**config.mk**
```make
export PLATFORM = sky130hd
export DESIGN_NAME = mc_control_unit_flat
export DESIGN_NICKNAME = d
export VERILOG_FILES = /design/src/rtl/mc_control_unit_if.sv /design/src/rtl/mc_control_unit.sv /design/src/flat_wrapper.sv
export SDC_FILE = /design/constraint.sdc
export NUM_CORES = 1
export LEC_CHECK = 0
export ABC_AREA = 1
export CAP_MARGIN = 10
export CORE_UTILIZATION = 45
export DETAILED_ROUTE_END_ITERATION = 16
export GPL_TIMING_DRIVEN = 0
export PLACE_DENSITY = 0.73
export SLEW_MARGIN = 20
export SYNTH_ARGS = -nofsm -noshare
export SYNTH_HDL_FRONTEND = slang
export SYNTH_SLANG_ARGS = --single-unit
```
**constraint.sdc**
```tcl
create_clock -name clk -period 2.2 [get_ports clk]
set_input_delay 0.44 -clock clk [delete_from_list [all_inputs] [get_ports clk]]
set_output_delay 0.44 -clock clk [all_outputs]
set_load 0.02 [all_outputs]
```
**src/rtl/mc_control_unit_if.sv**
```systemverilog
// Control-unit handshake/bus bundle: instruction/status inputs from the datapath
// and the decoded control strobes back to it.
interface mc_control_unit_if;
    logic [6:0]  opcode;
    logic        mem_ready;
    logic        branch_taken;
    logic [2:0]  state;
    logic        ir_load;
    logic        pc_write;
    logic [1:0]  pc_src;
    logic        imm_load;
    logic        alu_src_imm;
    logic        mem_read;
    logic        mem_write;
    logic        reg_write;
    logic [1:0]  wb_sel;
    logic        illegal;
    logic [31:0] retired;

    // Datapath / environment side: drives instruction and status, observes strobes.
    modport master (
        output opcode, mem_ready, branch_taken,
        input  state, ir_load, pc_write, pc_src, imm_load, alu_src_imm,
               mem_read, mem_write, reg_write, wb_sel, illegal, retired
    );

    // Control unit side.
    modport slave (
        input  opcode, mem_ready, branch_taken,
        output state, ir_load, pc_write, pc_src, imm_load, alu_src_imm,
               mem_read, mem_write, reg_write, wb_sel, illegal, retired
    );
endinterface

```
**src/rtl/mc_control_unit.sv**
```systemverilog
// Multi-cycle RV32-style control unit: FETCH/DECODE/EXEC/MEM/WB(/TRAP) FSM with
// combinationally decoded control strobes and a retired-instruction counter.
// Handshake: memory accesses in FETCH and MEM complete in the cycle mem_ready is
// high; while it is low the FSM holds its state and every output stays stable.
// Build option: define ILLEGAL_TRAP_EN to send unsupported opcodes to a sticky
// TRAP state (left only by rst); otherwise they retire as NOPs.
module mc_control_unit (
    input  logic              clk,
    input  logic              rst,
    mc_control_unit_if.slave  bus
);
    localparam logic [2:0] S_FETCH  = 3'd0;
    localparam logic [2:0] S_DECODE = 3'd1;
    localparam logic [2:0] S_EXEC   = 3'd2;
    localparam logic [2:0] S_MEM    = 3'd3;
    localparam logic [2:0] S_WB     = 3'd4;
    localparam logic [2:0] S_TRAP   = 3'd5;

    localparam logic [6:0] OP_LOAD   = 7'd3;
    localparam logic [6:0] OP_ALUI   = 7'd19;
    localparam logic [6:0] OP_AUIPC  = 7'd23;
    localparam logic [6:0] OP_STORE  = 7'd35;
    localparam logic [6:0] OP_ALU    = 7'd51;
    localparam logic [6:0] OP_LUI    = 7'd55;
    localparam logic [6:0] OP_BRANCH = 7'd99;
    localparam logic [6:0] OP_JALR   = 7'd103;
    localparam logic [6:0] OP_JAL    = 7'd111;

    logic [2:0]  r_state;
    logic [2:0]  w_next;
    logic [31:0] r_retired;
    logic        w_supported;
    logic        w_retire;

    // Opcode legality check
    always_comb begin
        w_supported = 1'b0;
        case (bus.opcode)
            OP_LOAD, OP_ALUI, OP_AUIPC, OP_STORE, OP_ALU,
            OP_LUI, OP_BRANCH, OP_JALR, OP_JAL: w_supported = 1'b1;
            default:                            w_supported = 1'b0;
        endcase
    end

    // Next-state logic
    always_comb begin
        w_next = r_state;
        case (r_state)
            S_FETCH: begin
                if (bus.mem_ready) w_next = S_DECODE;
            end
            S_DECODE: begin
                if (w_supported) begin
                    w_next = S_EXEC;
                end else begin
`ifdef ILLEGAL_TRAP_EN
                    w_next = S_TRAP;
`else
                    w_next = S_FETCH;
`endif
                end
            end
            S_EXEC: begin
                case (bus.opcode)
                    OP_LOAD, OP_STORE: w_next = S_MEM;
                    OP_BRANCH:         w_next = S_FETCH;
                    default:           w_next = S_WB;
                endcase
            end
            S_MEM: begin
                if (bus.mem_ready) w_next = (bus.opcode == OP_LOAD) ? S_WB : S_FETCH;
            end
            S_WB: w_next = S_FETCH;
`ifdef ILLEGAL_TRAP_EN
            S_TRAP: w_next = S_TRAP;
`else
            // Unreachable without the trap option; recover to FETCH.
            S_TRAP: w_next = S_FETCH;
`endif
            default: w_next = S_FETCH;
        endcase
    end

    // An instruction completes on any return to FETCH from a working state;
    // without the trap option an unsupported opcode also retires from DECODE.
    always_comb begin
        w_retire = 1'b0;
        if (w_next == S_FETCH) begin
            case (r_state)
                S_EXEC, S_MEM, S_WB: w_retire = 1'b1;
`ifndef ILLEGAL_TRAP_EN
                S_DECODE:            w_retire = 1'b1;
`endif
                default:             w_retire = 1'b0;
            endcase
        end
    end

    // State register with asynchronous reset
    always_ff @(posedge clk or posedge rst) begin
        if (rst) r_state <= S_FETCH;
        else     r_state <= w_next;
    end

    // Retired-instruction counter, wraps naturally at 2^32
    always_ff @(posedge clk or posedge rst) begin
        if (rst)           r_retired <= 32'd0;
        else if (w_retire) r_retired <= r_retired + 32'd1;
    end

    // Control-strobe decode from state and opcode
    always_comb begin
        bus.ir_load     = 1'b0;
        bus.pc_write    = 1'b0;
        bus.pc_src      = 2'd0;
        bus.imm_load    = 1'b0;
        bus.alu_src_imm = 1'b0;
        bus.mem_read    = 1'b0;
        bus.mem_write   = 1'b0;
        bus.reg_write   = 1'b0;
        bus.wb_sel      = 2'd0;
        case (r_state)
            S_FETCH: begin
                bus.mem_read = 1'b1;
                if (bus.mem_ready) begin
                    bus.ir_load  = 1'b1;
                    bus.pc_write = 1'b1;
                end
            end
            S_DECODE: bus.imm_load = 1'b1;
            S_EXEC: begin
                case (bus.opcode)
                    OP_ALUI, OP_LOAD, OP_STORE: bus.alu_src_imm = 1'b1;
                    OP_BRANCH: begin
                        if (bus.branch_taken) begin
                            bus.pc_write = 1'b1;
                            bus.pc_src   = 2'd1;
                        end
                    end
                    OP_JAL: begin
                        bus.pc_write = 1'b1;
                        bus.pc_src   = 2'd1;
                    end
                    OP_JALR: begin
                        bus.pc_write = 1'b1;
                        bus.pc_src   = 2'd2;
                    end
                    default: ;
                endcase
            end
            S_MEM: begin
                bus.mem_read  = (bus.opcode == OP_LOAD);
                bus.mem_write = (bus.opcode == OP_STORE);
            end
            S_WB: begin
                bus.reg_write = 1'b1;
                case (bus.opcode)
                    OP_LOAD:         bus.wb_sel = 2'd1;
                    OP_JAL, OP_JALR: bus.wb_sel = 2'd2;
                    OP_LUI:          bus.wb_sel = 2'd3;
                    default:         bus.wb_sel = 2'd0;
                endcase
            end
            default: ;
        endcase
    end

`ifdef ILLEGAL_TRAP_EN
    assign bus.illegal = (r_state == S_TRAP);
`else
    assign bus.illegal = 1'b0;
`endif

    assign bus.state   = r_state;
    assign bus.retired = r_retired;
endmodule
```
**src/flat_wrapper.sv**
```systemverilog
// flat-port wrapper written by rule: the top's interface ports become plain ports
module mc_control_unit_flat 
  (clk, rst, bus_opcode, bus_mem_ready, bus_branch_taken, bus_state, bus_ir_load, bus_pc_write, bus_pc_src, bus_imm_load, bus_alu_src_imm, bus_mem_read, bus_mem_write, bus_reg_write, bus_wb_sel, bus_illegal, bus_retired);
  mc_control_unit_if bus_i ();
  input  logic clk;
  input  logic rst;
  input wire logic [$bits(bus_i.opcode)-1:0] bus_opcode;
  input wire logic [$bits(bus_i.mem_ready)-1:0] bus_mem_ready;
  input wire logic [$bits(bus_i.branch_taken)-1:0] bus_branch_taken;
  output wire logic [$bits(bus_i.state)-1:0] bus_state;
  output wire logic [$bits(bus_i.ir_load)-1:0] bus_ir_load;
  output wire logic [$bits(bus_i.pc_write)-1:0] bus_pc_write;
  output wire logic [$bits(bus_i.pc_src)-1:0] bus_pc_src;
  output wire logic [$bits(bus_i.imm_load)-1:0] bus_imm_load;
  output wire logic [$bits(bus_i.alu_src_imm)-1:0] bus_alu_src_imm;
  output wire logic [$bits(bus_i.mem_read)-1:0] bus_mem_read;
  output wire logic [$bits(bus_i.mem_write)-1:0] bus_mem_write;
  output wire logic [$bits(bus_i.reg_write)-1:0] bus_reg_write;
  output wire logic [$bits(bus_i.wb_sel)-1:0] bus_wb_sel;
  output wire logic [$bits(bus_i.illegal)-1:0] bus_illegal;
  output wire logic [$bits(bus_i.retired)-1:0] bus_retired;
  assign bus_i.opcode = bus_opcode;
  assign bus_i.mem_ready = bus_mem_ready;
  assign bus_i.branch_taken = bus_branch_taken;
  assign bus_state = bus_i.state;
  assign bus_ir_load = bus_i.ir_load;
  assign bus_pc_write = bus_i.pc_write;
  assign bus_pc_src = bus_i.pc_src;
  assign bus_imm_load = bus_i.imm_load;
  assign bus_alu_src_imm = bus_i.alu_src_imm;
  assign bus_mem_read = bus_i.mem_read;
  assign bus_mem_write = bus_i.mem_write;
  assign bus_reg_write = bus_i.reg_write;
  assign bus_wb_sel = bus_i.wb_sel;
  assign bus_illegal = bus_i.illegal;
  assign bus_retired = bus_i.retired;
  mc_control_unit u_core (.clk(clk), .rst(rst), .bus(bus_i));
endmodule
```
# Yosys cells after proc, flatten, opt, wreduce, memory -nomap -nowiden
# Index checks and enable logic that the tools add are counted.
# W data, S select, Z words.
[classes] n_addsub=1 n_eq_ne=13 mux=25 n_reduce_logical=7
[ops] op="$add A32 B1 Y32 const B" count=1
[ops] op="$eq A7 B6 Y1 const B" count=3
[ops] op="$eq A7 B7 Y1 const B" count=3
[ops] op="$eq A7 B5 Y1 const B" count=2
[ops] op="$mux W1" count=12
[ops] op="$pmux W2 S3" count=2
[ops] op="$pmux W3 S4" count=1
[ops] op="$mux W3" count=3
[ops] op="$reduce_or A9 Y1" count=1
[ops] op="$eq A7 B2 Y1 const B" count=1
[ops] op="$eq A3 B2 Y1 const B" count=2
[ops] op="$logic_not A3 Y1" count=2
[ops] op="$mux W2" count=3
[ops] op="$pmux W1 S2" count=3
[ops] op="$pmux W3 S2" count=1
[ops] op="$reduce_or A2 Y1" count=2
[ops] op="$reduce_or A4 Y1" count=1
[ops] op="$eq A3 B1 Y1 const B" count=1
[ops] op="$eq A3 B3 Y1 const B" count=1
[ops] op="$reduce_or A3 Y1" count=1
[word_totals] regBits=35 in_bits=11 output_inout_bits=47 wordCells=48

# Longest topological paths before layout
# Gate-level depths: netlist of run 1.
[depth] depth_word=7 mapped_depth=12 depth_no_buf=11

# Worst setup path before layout of run 1
# Ideal clock, no wire load.
[synth_path] path_type="register to output" startpoint="reg u_core.r_state[1], in the netlist u_core.bus.state[1]" endpoint="out bus_pc_write" arrival_time_ns=1.881 setup_slack_ns=-0.121 path_stages_with_launch=6 path_cell_list="dfrtp_1 inv_2 nor3_2 inv_2 nor4_1 or3_1"
[synth_between] elab_chain_len=2 elab_cells_between_ends=3 classes_between="eq/ne (1); mux (1); reduce/logical (1)"
[synth_lines] element="from (decl)" line="mc_control_unit.sv:29" text="logic [2:0] r_state;"
[synth_lines] element="from (signal assigned)" line="mc_control_unit.sv:102" text="else r_state <= w_next;"
[synth_lines] element="$eq A3 B2 Y1 or $logic_not A3 Y1 (tied branches)" line="mc_control_unit.sv:122" text="case (r_state)"
[synth_lines] element="$pmux W1 S2 (*)" line="mc_control_unit.sv:122"
[synth_lines] element="to (decl)" line="flat_wrapper.sv:12" text="output wire logic [$bits(bus_i.pc_write)-1:0] bus_pc_write;"
# Every way passes the cells marked *; elsewhere a longest branch is shown, timed or not.

# Worst setup path after layout of run 1
[layout_path] startpoint="in bus_opcode[0]" endpoint="out bus_mem_read"
[layout_between] elab_chain_len=2
[layout_lines] element="from (decl)" line="flat_wrapper.sv:7" text="input wire logic [$bits(bus_i.opcode)-1:0] bus_opcode;"
[layout_lines] element="$eq A7 B2 Y1" line="mc_control_unit.sv:152" text="bus.mem_read = (bus.opcode == OP_LOAD);"
[layout_lines] element="$pmux W1 S2" line="mc_control_unit.sv:122"
[layout_lines] element="to (decl)" line="flat_wrapper.sv:16" text="output wire logic [$bits(bus_i.mem_read)-1:0] bus_mem_read;"
# No other way between the ends.

==> results of run 1 <==
[registers in the layout, summed over array words and instances (netlist names)]
| register | cells |
|---|---|
| u_core.bus.state | 3 |
| u_core.bus.retired | 32 |
[how the worst max path moves through the flow]
stage / startpoint / end / slack, ps / cells after the start
5_1_grt: bus_opcode[0] / bus_mem_read / -60 / 8
6_report: bus_opcode[0] / bus_mem_read / -6 / 8
3_5_place_dp: bus_opcode[6] / bus_wb_sel[1] / -680 / 7
2_1_floorplan: u_core.bus.state[1] / bus_pc_write / 140 / 5
3_3_place_gp: bus_opcode[6] / bus_wb_sel[1] / -660 / 7
4_1_cts: bus_opcode[6] / bus_pc_src[1] / 7 / 6
[repair_timing]
action | 4_1_cts | 5_1_grt
pin swaps | 1 | 8
buffers inserted | 4 | 6
endpoints found under the setup margin | 10 | 29
gates cloned | 0 | 0
resized for setup | 35 | 18
[kinds of logic after synthesis]
kind of cell | Yosys count | share of synthesized area (%)
xor gates and xnor gates | 23 | 8.23
other | 1 | 0.148
DFF | 35 | 34.5
buffers and inverters | 41 | 7.69
AOI/OAI and AO/OA | 9 | 3.16
adders and majority gates | 1 | 0.493
and+or+nand+nor | 243 | 45.8
[layout by cell type (no fill, tap or decap), types with 6 or more instances in the layout]
| master | Yosys | final |
|---|---|---|
| nand2_1 | 116 | 114 |
| clkdlybuf4s50_1 | 0 | 40 |
| nand3_1 | 40 | 39 |
| dfrtp_1 | 35 | 34 |
| nor2_1 | 32 | 32 |
| inv_1 | 26 | 24 |
| xor2_1 | 16 | 16 |
| buf_4 | 2 | 15 |
| nand4_1 | 15 | 15 |
| nor3_1 | 12 | 11 |
| nand2_2 | 6 | 8 |
| inv_2 | 6 | 8 |
| nor2_4 | 5 | 6 |
| xnor2_1 | 6 | 6 |
| clkbuf_8 | 0 | 6 |
| dlygate4sd2_1 | 0 | 6 |
[layout make-up]
cell class / instances / area (sq um)
Inverter: 32 / 120
Buffer: 9 / 75.1
Multi-Input combinational cell: 277 / 1510
Clock buffer: 6 / 82.6
Fill cell: 474 / 1900
Sequential cell: 35 / 877
Tap cell: 70 / 87.6
Clock inverter: 1 / 5.00
Timing Repair Buffer: 66 / 613
[stage by stage]
stage | setup slack (ps) | TNS (ps) | hold WS [ps] | power [mW]
floorplan | 136 | 0 | 593 | 1.04
global placement | -656 | -7410 | 490 | 1.21
detailed placement | -683 | -8190 | 499 | 1.22
CTS | 6.59 | 0 | 515 | 1.69
global route | -56.9 | -147 | 547 | 1.78
finish | -5.99 | -5.99 | 510 | 1.68
[power by group through the flow]
stage          registers (mW)  logic [mW]  clock network [mW]
6_report                0.749       0.472               0.464
5_1_grt                 0.754       0.516               0.507
4_1_cts                 0.747       0.465               0.476
3_5_place_dp            0.759       0.463                   0
3_3_place_gp            0.758       0.454                   0
2_1_floorplan           0.797       0.240                   0
[layer usage]
metal	vias to the layer above	part of all wire, %	GRT usage (%)
met5	-	0	0
met4	0	1.0	5.28
met1	1144	46	29.0
met3	8	5.2	4.17
li1	1284	-	-
met2	71	47	36.6
[worst max-delay path, stage by stage]
cell             delay (ps)
clkdlybuf4s50_1         500
nand2_2                  90
inv_2                   110
nand2_1                  70
nor2_2                  140
nand2_2                 100
nand2_1                  70
clkdlybuf4s15_2         250
==> flow_metrics.tcl, run 1 <==
set metrics [dict create \
    status "finished with violations" \
    violations "negative setup slack" \
    rsz0062_at_grt "true" \
    grt_pass1_vias 2269 \
    yosysSeqAreaShare_pct 34.5 \
    r2r_end "u_core.bus.retired[24]" \
    clockPowerShare_pct 27.5 \
    firstDrtPassIters 4 \
    pin_count 58 \
    min_period_ps 2210 \
    reg2reg_depth 10 \
    clk_latency_ps 290 \
    viasPerCell 5.05 \
    power_frac_seq_pct 44.5 \
    drt_iter0_markers 176 \
    leakage_nw 1.57 \
    finClkSkew_ps 9.46 \
    final_area_sq_um 3370 \
    crit_required_ps 1760 \
    dpl.hpwl_mm 4.64 \
    cts_htree_levels 2 \
    synth_area_sq_um 2540 \
    cts.path.max_buffers 2 \
    wirelength_mm 6.35 \
    pwr-share-comb_pct 28.0 \
    end_kind "output pin" \
    clock.fmax_mhz 453 \
    critPathKind "input port to output pin" \
    whs_path_depth 2 \
    synth_top_area_cell "dfrtp_1" \
    startpoint_type "input port" \
    cts.reportedPaths.clkPinSlew_ps 70 \
    grt_max_degree 36 \
    worst-r2r-setup-slack_ps 180 \
    min_path_type "register to register" \
    gp_congestion 0.861 \
    cp_data_arrival_time_ps 1770 \
    cts.root.buffer_cell "clkbuf_8" \
    core_sq_um 5270 \
    track_usage_pct 21.9 \
    pwr_density_cell_nw_per_um2 500 \
    rr_startpoint "u_core.bus.retired[1]" \
    fin_util_pct 64.0 \
    slew_headroom_pct 52.2 \
    async_flop_share_pct 100 \
    synth_common_cells "nand2_1 (116), nand3_1 (40), dfrtp_1 (35)" \
    synth_cell_types 32 \
    die-area_sq_um 5940 \
    layout-drive-gt1-share_pct 18.3 \
    route.detailed.wl_per_inst_um 12.8 \
    cts.sinks 35 \
    grt_pass1_wl_mm 10.6 \
    num_vias 2507 \
    syn_nets 365 \
    setup_viol 1 \
    synth_edf_count 0 \
    grt-ovfl-total 0 \
    synth_seq_cells 35 \
    tightest_slew_ps 715 \
    tritoncts "done" \
    antenna_cells 0 \
    drcViolationCount 0 \
    io_buffers 56 \
    switchingPower_uw 560 \
    slew_viol_final 0 \
    internal_power_mw 1.13 \
    holdBufCountCts 0 \
    num_rows 26 \
    syn_inst 353 \
    min_period_over_period_pct 100 \
    die_x_um 77.1 \
    ys_warn_count 0 \
    avgSynthCellArea_sq_um 7.19 \
    ant_nets 0 \
    place_area_sq_um 3190 \
    irDropWorstVdd_mv 0.428 \
    ys_top_cells_by_area "dfrtp_1 (35%), nand2_1 (17%), nand3_1 (7.9%)" \
    instances_no_fill 496 \
    antenna_found_initial 0 \
    numCtsBuffers 5 \
    path_max_fanout 6 \
    hold_path.startpoint "u_core.bus.retired[31]" \
    worst_slack_ps -5.99 \
    area_growth_pct 32.8 \
    swShare_pct 33.2 \
    yosys.area.top_type_share_pct 34.5 \
    start_util_pct 48.1 \
    nets 438 \
    die_y_um 77.1 \
    place_inst 479 \
    yosysMostFrequentCell "nand2_1" \
    finalHoldViolCount 0 \
    maxCapViolations 0 \
    synth_top_flop_cell "dfrtp_1" \
    hold_end "u_core.bus.retired[31]" \
]
No activity file was read; power rests on OpenSTA's default activity.
==> inputs of run 2 (changes only) <==
--- a/config.mk
+++ b/config.mk
@@ -8,6 +8,7 @@
 export ABC_AREA = 1
 export CAP_MARGIN = 10
 export CORE_UTILIZATION = 45
+export CTS_CLUSTER_DIAMETER = 80
 export DETAILED_ROUTE_END_ITERATION = 16
 export GPL_TIMING_DRIVEN = 0
 export PLACE_DENSITY = 0.73
==> constraint.sdc (replaced) <==
create_clock -name clk -period 2.2 [get_ports clk]
set_input_delay 0.44 -clock clk [delete_from_list [all_inputs] [get_ports clk]]
set_output_delay 0.44 -clock clk [all_outputs]
set_load 0.1 [all_outputs]
==> run 2 against run 1 <==
  * The run now ends clean
  * Cell count stayed put
  * Clock power hardly changed
  * Register-to-register slack improved by 20 ps
  * Cell area rose by 2.2%
  * Via count increased by 2.8%
  * Critical path type unchanged
  * Largest power group is now combinational logic
  * Highest routed layer unchanged
==> flow_metrics.tcl, run 2 (same netlist as run 1, synthesis figures left out) <==
set metrics [dict create \
    final_cell_mix "nand2_1 (111), dlygate4sd2_1 (40), nand3_1 (38), nor2_1 (30), dfrtp_1 (26)" \
    start_util_pct 48.1 \
    grt_pass1_vias 2473 \
    crit_path_end "bus_pc_write" \
    final_area_sq_um 3440 \
    cp.depth 7 \
    gr-usage-met1_pct 32.6 \
    place_area_sq_um 3300 \
    die_y_um 77.1 \
    viasPerCell 5.20 \
    setup_viol 0 \
    num_rows 26 \
    crit_required_ps 1760 \
    dp_slack_ps -1340 \
    cts.path.max_buffers 2 \
    ant_nets 0 \
    antenna_cells 0 \
    clock.fmax_mhz 465 \
    layout-drive-gt1-share_pct 24.2 \
    critPathKind "input port to output pin" \
    end_kind "output pin" \
    grt_max_degree 36 \
    clk_latency_ps 300 \
    max_stage_delay_ps 310 \
    die_x_um 77.1 \
    pwr_density_cell_nw_per_um2 576 \
    min_period_over_period_pct 97.7 \
    cp_data_arrival_time_ps 1710 \
    slew_viol_final 0 \
    maxCapViolations 0 \
    nets 437 \
    grt_use_met2_pct 41.1 \
    startpoint_type "input port" \
    numCtsBuffers 5 \
    busiest_layer "met2" \
    grt_pass1_wl_mm 11.6 \
    finalHoldViolCount 0 \
    cp_cell_sequence "dlygate4sd2_1 > inv_2 > nor2_4 > nand2_2 > nor4_4 > or3_4 > buf_12" \
    rr_startpoint "u_core.bus.retired[0]" \
    leakage_nw 1.72 \
    min_path_type "register to register" \
    power_mw 1.98 \
    cts.reportedPaths.clkPinSlew_ps 70 \
    wirelength_mm 6.64 \
    grt-ovfl-total 0 \
    antenna_found_initial 0 \
    gp_congestion 0.843 \
    cts.root.buffer_cell "clkbuf_8" \
    track_usage_pct 24.6 \
    route.detailed.wl_per_inst_um 13.4 \
    pin_count 58 \
    slew_headroom_pct 36.0 \
    cts.sinks 35 \
    irDropWorstVdd_mv 0.552 \
    drt_iter0_markers 221 \
    die-area_sq_um 5940 \
    cp.buffers_inverters 3 \
    slowest_stage "nor4_4" \
    tritoncts "done" \
    tightest_slew_ps 963 \
    core_sq_um 5270 \
    area_growth_pct 35.7 \
    status "completed" \
    largest_register_ffs 32 \
    num_vias 2577 \
    r2r_end "u_core.bus.retired[26]" \
    reg2reg_depth 10 \
    firstDrtPassIters 4 \
    path_delay_family "simple AND/OR/NAND/NOR gates" \
    path_max_fanout 5 \
    startpoint "bus_opcode[6]" \
    cts_htree_levels 2 \
    drcViolationCount 0 \
    met3_usage_pct 3.57 \
    layout_commonest_cell "nand2_1" \
    worst_slack_ps 49.8 \
    finClkSkew_ps 7.05 \
    holdBufCountCts 0 \
    min_period_ps 2150 \
    dpl.hpwl_mm 4.87 \
    io_buffers 56 \
    rsz0062_at_grt "false" \
    worst-r2r-setup-slack_ps 200 \
]
[run 2: cell count changes in the layout (fill, tap and decap cells not counted), sizes merged]
cell and change:
dlygate4sd2 +34, clkinvlp +2, buf +6, clkdlybuf4s15 -2, clkdlybuf4s50 -37, dlymetal6s2s -2
inv -1
[run 2: cell type report]
class                           count  area (sq um)
Multi-Input combinational cell    277          1590
Clock inverter                      2          12.5
Buffer                              9          75.1
Inverter                           32           126
Clock buffer                        6          72.6
Sequential cell                    35           895
Timing Repair Buffer               65           587
Tap cell                           70          87.6
Fill cell                         480          1830
[run 2: repair_timing]
| item | CTS | global route |
|---|---|---|
| pin swaps | 11 | 2 |
| setup buffers | 8 | 1 |
| resized for setup | 124 | 11 |
| setup endpoints to repair | 46 | 7 |
[run 2: routing by layer]
layer / part of all wire, % / vias to the layer above
met5: 0 / -
met4: 1.9 / 0
met3: 4.9 / 12
met2: 48 / 87
met1: 46 / 1196
li1: - / 1282
[run 2: worst min path at each step]
stage                           startpoint                endpoint  slack [ps]  depth (start not counted)
floorplan                              rst  u_core.bus.retired[10]         590                          1
global placement    u_core.bus.retired[31]  u_core.bus.retired[31]         490                          2
detailed placement  u_core.bus.retired[31]  u_core.bus.retired[31]         510                          2
CTS                 u_core.bus.retired[31]  u_core.bus.retired[31]         520                          2
global route         u_core.bus.retired[0]   u_core.bus.retired[0]         550                          2
finish              u_core.bus.retired[31]  u_core.bus.retired[31]         510                          2
[run 2: metrics by stage]
stage	std cells	util (%)	TNS, ps	hold slack (ps)
floorplan	353	-	-3260	594
global placement	479	62.5	-15140	492
detailed placement	479	62.5	-16930	508
CTS	495	65.1	-52.7	521
global route	496	65.4	0	553
finish	496	65.4	0	514
[run 2: worst min-delay path, stage by stage, from the launching register on]
cell and delay (ps):
dfrtp_1 370, nand2_1 60, nand2_1 50
[run 2: report_power, final]
part | internal (mW) | switching [mW]
sequential | 0.691 | 0.0617
combinational | 0.171 | 0.594
clock | 0.221 | 0.244
total | 1.08 | 0.900
